--- src/rtl/i2c_dac_stream_seq.sv ---
// I2C DAC waveform sequencer: streams wave ROM samples to a PCF8591-class DAC as burst
// continuous-write transactions, with loop/one-shot modes, inter-burst gap and NACK abort.
module i2c_dac_stream_seq #(
   parameter int unsigned ADDR_W    = 8,
   parameter int unsigned ROM_DEPTH = 256,
   parameter logic [6:0]  DEV_ADDR  = 7'h48,
   parameter logic [7:0]  CTRL_BYTE = 8'h40,
   parameter int unsigned BURST_LEN = 16,
   parameter int unsigned GAP_CYC   = 0
) (
   input  logic              clk_12m,
   input  logic              rst_n,
   input  logic              enable,
   input  logic              one_shot,
   input  logic              i2c_busy,
   input  logic              i2c_byte_req,
   input  logic              i2c_done,
   input  logic              i2c_nack,
   output logic              i2c_start,
   output logic [7:0]        i2c_config,
   output logic [6:0]        i2c_dev_addr,
   output logic [7:0]        i2c_reg_addr,
   output logic [7:0]        i2c_reg_data,
   output logic              i2c_last,
   output logic [ADDR_W-1:0] wave_rom_address,
   input  logic [7:0]        wave_rom_data,
   output logic              running,
   output logic              pass_done,
   output logic              error
);

   localparam logic [2:0] IDLE      = 3'd0;
   localparam logic [2:0] FETCH     = 3'd1;
   localparam logic [2:0] LOAD      = 3'd2;
   localparam logic [2:0] START     = 3'd3;
   localparam logic [2:0] STREAM    = 3'd4;
   localparam logic [2:0] STOP_WAIT = 3'd5;
   localparam logic [2:0] GAP       = 3'd6;

   localparam int unsigned BW = (BURST_LEN > 1) ? $clog2(BURST_LEN) : 1;
   localparam int unsigned GW = (GAP_CYC > 3) ? $clog2(GAP_CYC) : 2;
   localparam logic [ADDR_W-1:0] LAST_ADDR = ADDR_W'(ROM_DEPTH - 1);
   localparam logic [BW-1:0]     LAST_BYTE = BW'(BURST_LEN - 1);
   localparam logic [GW-1:0]     GAP_LOAD  = GW'((GAP_CYC > 0) ? GAP_CYC - 1 : 0);
   // FETCH, LOAD and START overlap the tail of the gap count
   localparam logic [GW-1:0]     PIPE_CYC  = GW'(3);

   logic [2:0]        state;
   logic [ADDR_W-1:0] addr, addr_next;
   logic [BW-1:0]     burst_cnt;
   logic [GW-1:0]     gap_cnt;
   logic [7:0]        data_q;
   logic              os, pass_end, mid, last_q, start_q, pass_q, err_q;
   logic              active, advance, finish, exit_idle, wrap_end;
   logic [2:0]        done_next;

   assign active    = (state != IDLE);
   assign addr_next = (addr == LAST_ADDR) ? '0 : addr + ADDR_W'(1);
   assign wrap_end  = os && (addr == LAST_ADDR);
   // ROM sees the next address in the req cycle so new data lands 2 cycles after the req
   assign advance   = (state == STREAM) && i2c_byte_req && !i2c_done && !i2c_nack;
   assign finish    = i2c_done && ((state == STOP_WAIT) || (state == STREAM) ||
                                   ((state == LOAD) && mid));
   assign exit_idle = pass_end || !enable || err_q;
   assign done_next = exit_idle ? IDLE : ((GAP_CYC > 0) ? GAP : FETCH);

   assign wave_rom_address = advance ? addr_next : addr;
   assign i2c_config       = active ? 8'h02 : '0;
   assign i2c_dev_addr     = active ? DEV_ADDR : '0;
   assign i2c_reg_addr     = active ? CTRL_BYTE : '0;
   assign i2c_reg_data     = data_q;
   assign i2c_last         = last_q && ((state == STREAM) || (state == START));
   assign i2c_start        = start_q;
   assign running          = active;
   assign pass_done        = pass_q;
   assign error            = err_q;

   always_ff @(posedge clk_12m or negedge rst_n) begin
      if (!rst_n) begin
         state     <= IDLE;
         addr      <= '0;
         burst_cnt <= '0;
         gap_cnt   <= '0;
         data_q    <= '0;
         os        <= 1'b0;
         pass_end  <= 1'b0;
         mid       <= 1'b0;
         last_q    <= 1'b0;
         start_q   <= 1'b0;
         pass_q    <= 1'b0;
         err_q     <= 1'b0;
      end else begin
         start_q <= 1'b0;
         pass_q  <= 1'b0;
         if (gap_cnt != '0) gap_cnt <= gap_cnt - GW'(1);
         if (active && i2c_nack) begin
            err_q  <= 1'b1;
            last_q <= 1'b0;
            state  <= i2c_done ? IDLE : STOP_WAIT;
         end else if (finish) begin
            last_q  <= 1'b0;
            pass_q  <= pass_end;
            gap_cnt <= GAP_LOAD;
            state   <= done_next;
         end else begin
            case (state)
               IDLE: begin
                  gap_cnt <= '0;
                  last_q  <= 1'b0;
                  if (!enable) begin
                     err_q <= 1'b0;
                  end else if (!err_q) begin
                     addr  <= '0;
                     os    <= one_shot;
                     state <= FETCH;
                  end
               end
               FETCH: begin
                  burst_cnt <= '0;
                  pass_end  <= 1'b0;
                  mid       <= 1'b0;
                  state     <= LOAD;
               end
               LOAD: begin
                  data_q <= wave_rom_data;
                  last_q <= (burst_cnt == LAST_BYTE) || wrap_end;
                  state  <= mid ? STREAM : START;
               end
               START: begin
                  if (!i2c_busy && (gap_cnt == '0)) begin
                     start_q   <= 1'b1;
                     burst_cnt <= '0;
                     mid       <= 1'b1;
                     state     <= STREAM;
                  end
               end
               STREAM: begin
                  if (i2c_byte_req) begin
                     if (last_q) begin
                        pass_end <= wrap_end;
                        if (!wrap_end) addr <= addr_next;
                        last_q   <= 1'b0;
                        state    <= STOP_WAIT;
                     end else begin
                        addr      <= addr_next;
                        burst_cnt <= burst_cnt + BW'(1);
                        state     <= LOAD;
                     end
                  end
               end
               STOP_WAIT: ;
               GAP: begin
                  if (!enable) state <= IDLE;
                  else if (gap_cnt <= PIPE_CYC) state <= FETCH;
               end
               default: state <= IDLE;
            endcase
         end
      end
   end

endmodule
--- config.mk ---
export PLATFORM = sky130hd
export DESIGN_NAME = i2c_dac_stream_seq
export DESIGN_NICKNAME = d
export VERILOG_FILES = /design/src/rtl/i2c_dac_stream_seq.sv
export SDC_FILE = /design/constraint.sdc
export NUM_CORES = 1
export LEC_CHECK = 0
export ABC_AREA = 1
export CORE_UTILIZATION = 40
export DETAILED_ROUTE_END_ITERATION = 8
export PLACE_DENSITY = 0.77
export SLEW_MARGIN = 20
export SYNTH_ARGS = -nofsm -noshare
export SYNTH_HDL_FRONTEND = slang
export SYNTH_SLANG_ARGS = --single-unit
--- constraint.sdc ---
create_clock -name clk_12m -period 1.7 [get_ports clk_12m]
set_input_delay 0.425 -clock clk_12m [delete_from_list [all_inputs] [get_ports clk_12m]]
set_output_delay 0.425 -clock clk_12m [all_outputs]
set_load 0.02 [all_outputs]
Word-level counts from Yosys, hierarchy flattened
Index checks and enable logic that the tools add are counted.
Word-level totals
  bits in registers: 32
  input bits: 16
  word-level logic and storage cells: 131
  output and inout bits: 44
Operators by class
  add/sub/neg operators: 3
  bitwise logic cells: 3
  $lt $le $gt $ge: 1
  equality and inequality tests: 23
  reduce and logical (&&, ||, !) cells: 38
  mux-type cells: 51
Operators with widths (count)
  $mux 8: 7
  $mux 3: 11
  $pmux 3 s7: 1
  $mux 1: 17
  $pmux 8 s2: 1
  $mux 7: 2
  $mux 4: 3
  $pmux 4 s3: 1
  $reduce_and 6->1: 2
  $mux 2: 5
  $ne 2x2->1 const B: 5
  $reduce_and 5->1: 2
  $reduce_bool 2->1: 5
  $eq 3x3->1 const B: 3
  $logic_and 1x1->1: 9
  $add 8x1->8 const B: 1
  $eq 8x8->1 const B: 1
  $ne 4x4->1 const B: 2
  $reduce_and 7->1: 1
  $eq 3x2->1 const B: 2
  $logic_or 1x1->1: 6
  $ne 2x1->1 const B: 3
  $reduce_and 3->1: 2
  $reduce_bool 3->1: 2
  19 further kinds: 25

Depth between registers and ports, before layout
  depth after elaboration: 6
  mapped depth: 12
  gate-level depth less buffers: 11

Worst setup path before layout
OpenSTA, ideal clock, no wires.
  path type: register to output
  start: register state[1]
  end: output wave_rom_address[1]
  required time: 1.275 ns
  buffers on the path: 0
  arrival time: 1.566 ns
  stages on the path, launching flop included: 8
  path slack: -0.291 ns
  path through: dfrtp_1 inv_2 nand2_4 nor2_8 inv_2 nor4_4 inv_1 o21ai_0
Between the ends
  word-level cells in the longest chain between the ends: 5
Ends and longest elaborated chain
  from (decl): RTL line 48  | logic [2:0] state;
  from (signal assigned): RTL line 99  | state <= i2c_done ? IDLE : STOP_WAIT;
  from (signal assigned): RTL line 104  | state <= done_next;
  from (signal assigned): RTL line 127  | state <= mid ? STREAM : START;
  $eq 3x3->1: RTL line 61  | assign advance = (state == STREAM) && i2c_byte_req && !i2c_done && !i2c_nack;
  $logic_and 1x1->1 (3 in series): RTL line 61
  $mux 8: RTL line 67  | assign wave_rom_address = advance ? addr_next : addr;
  to (decl): RTL line 25  | output logic [ADDR_W-1:0] wave_rom_address,
No other way between the ends.

Final worst setup path
  start: register state[1]
  end: output wave_rom_address[5]
The elaborated chain is that of the path after synthesis.

==> impl_metrics.env <==
export IMPL_start_util=0.415
export IMPL_busiest_layer="met2"
export IMPL_crit_top_cell="buf_6"
export IMPL_worstPathArrival_ps=1760
export IMPL_regArea_um2=802
export IMPL_cts_made_buffers=5
export IMPL_worst_skew_pair_late_latency_ps=300
export IMPL_vdd_drop_max_uv=795
export IMPL_grtUsageMet3=0.0257
export IMPL_gp_congestion=0.861
export IMPL_clkPwrFrac=0.172
export IMPL_clock_sinks=32
export IMPL_period_share=1.29
export IMPL_min_path_type="register to register"
export IMPL_synth_ff_latch_count=32
export IMPL_total_power_uw=4340
export IMPL_postSynthCellCount=275
export IMPL_mostFrequentLayoutCells="64 x nand2_1, 55 x buf_4, 31 x dfrtp_1"
export IMPL_p_per_area_nw_per_um2=1290
export IMPL_critPathLaunchType="register"
export IMPL_final_common_cell="nand2_1"
export IMPL_overflow=0
export IMPL_swShare=0.431
export IMPL_slowest_delay_ps=390
export IMPL_crit_path_top_delay_cell="dfrtp_1"
export IMPL_rows=26
export IMPL_ys_types=34
export IMPL_multiInputGateArea_um2=1310
export IMPL_use_met2=0.397
export IMPL_antenna_cells=0
export IMPL_ctsLongestPathBuffers=2
export IMPL_drt_iter0_markers=163
export IMPL_avgSynthCellArea_um2=7.66
export IMPL_met1_usage=0.246
export IMPL_antenna_found_initial=0
export IMPL_final_min_clock_period_ps=2180
export IMPL_grt_pass1_vias=2088
export IMPL_maxCapViolCount=0
export IMPL_root_buffer="clkbuf_8"
export IMPL_rsz0062_at_grt="yes"
export IMPL_violations="negative setup slack"
export IMPL_yosys_top_cells_area="dfrtp_1 38%, nand2_1 13%, buf_4 9.3%, nand3_1 6.7%, o21ai_0 6.4%"
export IMPL_crit_chain="inv_2 > nand2_4 > nor2_8 > inv_4 > nor4_4 > buf_6 > buf_4 > nand4_1 > o21ai_2 > buf_6"
export IMPL_crit_buf_inv=5
export IMPL_port_buffers=40
export IMPL_drive_gt1_frac=0.406
export IMPL_finalMaxSlewViolations=0
export IMPL_fin_util=0.662
export IMPL_die_w_um=74.6
export IMPL_firstDrtPassIters=4
export IMPL_grt_max_degree=33
export IMPL_drc=0
export IMPL_clkTransAtPathRegs_ps=70
export IMPL_ys_warn_count=0
export IMPL_grt_pass1_wl_mm=9.03
export IMPL_wl_per_cell_um=13.3
export IMPL_cp_required_ps=1270
export IMPL_seq_power_share=0.248
export IMPL_crit_fanout=4
export IMPL_max_freq_ghz=0.458
export IMPL_htreeDepth=2
export IMPL_routed_wl_mm=5.96
export IMPL_fp_coreArea_um2=5070
export IMPL_synth_area_leader_cell="dfrtp_1"
export IMPL_outcome="complete, but fails checks"
export IMPL_p_leak_uw=0.00170
export IMPL_track_usage=0.217
export IMPL_synth_area_um2=2110
export IMPL_worst_setup_path_type="register to output port"
export IMPL_viasPerCell=4.76
export IMPL_die_h_um=74.6
export IMPL_p_sw_uw=1870
export IMPL_postLayoutSetupSlackWorst_ps=-485
export IMPL_final_setup_viol_count=32
export IMPL_cts_tree="yes"
export IMPL_yosysTopAreaCellShare=0.380
export IMPL_hold_viol_final=0
export IMPL_syn_to_final_growth_pct=59.6
export IMPL_dp_hpwl_mm=3.81
export IMPL_fp_dieArea_um2=5560
export IMPL_internal_power_uw=2470
export IMPL_n_fill_cell=414
export IMPL_layout_nets=396
export IMPL_p_comb_frac=0.580
export IMPL_cp_end_kind="output port"
export IMPL_antenna_left=0
export IMPL_critical_path_top_delay_family="buffers and inverters"
export IMPL_seq_area_frac_synth=0.380
export IMPL_io_pin_count=60
export IMPL_finClkSkew_ps=6.69
export IMPL_vias=2137
area by class of cell:
| type | instances | area share |
|---|---|---|
| sequential | 32 | 0.239 |
| tap | 70 | 0.0261 |
| timing repair buffer | 104 | 0.279 |
| multi-input combinational | 208 | 0.389 |
| inverter | 27 | 0.0350 |
| clock buffer | 5 | 0.0205 |
| clock inverter | 3 | 0.0127 |
repair_timing:
| action | 4_1_cts | 5_1_grt |
|---|---|---|
| pin swaps | 8 | 18 |
| hold buffers | 0 | 0 |
| cloned | 0 | 3 |
| buffers inserted | 7 | 13 |
| endpoints found under the setup margin | 46 | 43 |
| gates resized for setup | 110 | 50 |
stage by stage:
stage / area, µm² / std cells / worst slack, ps / setup TNS (ps) / hold slack (ps)
global placement: 2830 / 419 / -1110 / -12080 / 454
global route: 3360 / 449 / -570 / -7870 / 506
finish: 3360 / 449 / -485 / -4700 / 478
CTS: 3060 / 434 / -473 / -3610 / 480
floorplan: 2210 / 293 / -98.9 / -627 / 129
detailed placement: 2830 / 419 / -1120 / -13110 / 465
registers in the layout (all words and copies together) (netlist names):
name,flops
addr,8
i2c_reg_data,8
burst_cnt,4
state,3
gap_cnt,2
error,1
i2c_start,1
last_q,1
mid,1
os,1
pass_done,1
pass_end,1
cells in the mapped netlist:
master,count
xnor2_1,1
or2_2,2
nor2_8,2
nand3_1,28
xor2_1,1
inv_4,2
nand3b_1,3
conb_1,1
nor2_4,1
nand2_8,1
nor2_2,3
buf_6,1
nand4_1,5
buf_2,1
a31o_2,1
o21ai_0,27
o211ai_1,1
nor2_1,15
inv_1,22
a21o_1,1
dfrtp_1,32
buf_4,26
ha_1,2
o21a_1,2
a21oi_1,1
nor4_4,1
nand2_1,75
o21ai_1,2
nand2_2,5
inv_2,3
nor3_2,1
nand4_2,1
nand2_4,3
nor3_1,2
power groups by stage:
stage | Clock, µW | Combinational, µW | Sequential, µW
2_1_floorplan | 0 | 1170 | 1160
3_3_place_gp | 0 | 1960 | 1050
3_5_place_dp | 0 | 2000 | 1060
4_1_cts | 753 | 2040 | 1040
5_1_grt | 785 | 2720 | 1090
6_report | 749 | 2520 | 1080
per-layer routing:
metal	share of wire	vias up
met5	0	-
met4	0.023	0
met3	0.032	11
met2	0.55	52
met1	0.39	1010
li1	-	1064
final timing paths:
check	start	end	slack (ps)	cells after the start
setup / recovery	state[1]	wave_rom_address[5]	-480	10
hold / removal	i2c_reg_data[4]	i2c_reg_data[4]	480	2
setup reg to reg	state[1]	addr[0]	-70	10
hold reg to reg	i2c_reg_data[4]	i2c_reg_data[4]	480	2
max in group asynchronous	rst_n	addr[4]	1030	2
min in group asynchronous	rst_n	state[1]	500	2
worst register-to-register path: cells and delay by family (launching register included):
family                 cells  cell delay [ps]
and+or+nand+nor            5              660
AOI/OAI and AO/OA          1              110
buffers and inverters      4              510
DFF                        1              390
cells by family after synthesis:
group           Yosys count  synth area share
compound gates           35            0.0897
xor+xnor                  2           0.00832
fa+ha+maj                 2            0.0119
buf+inv                  55             0.151
flops                    32             0.380
other cells               1           0.00178
simple gates            148             0.357
No activity file was read; power rests on OpenSTA's default activity.
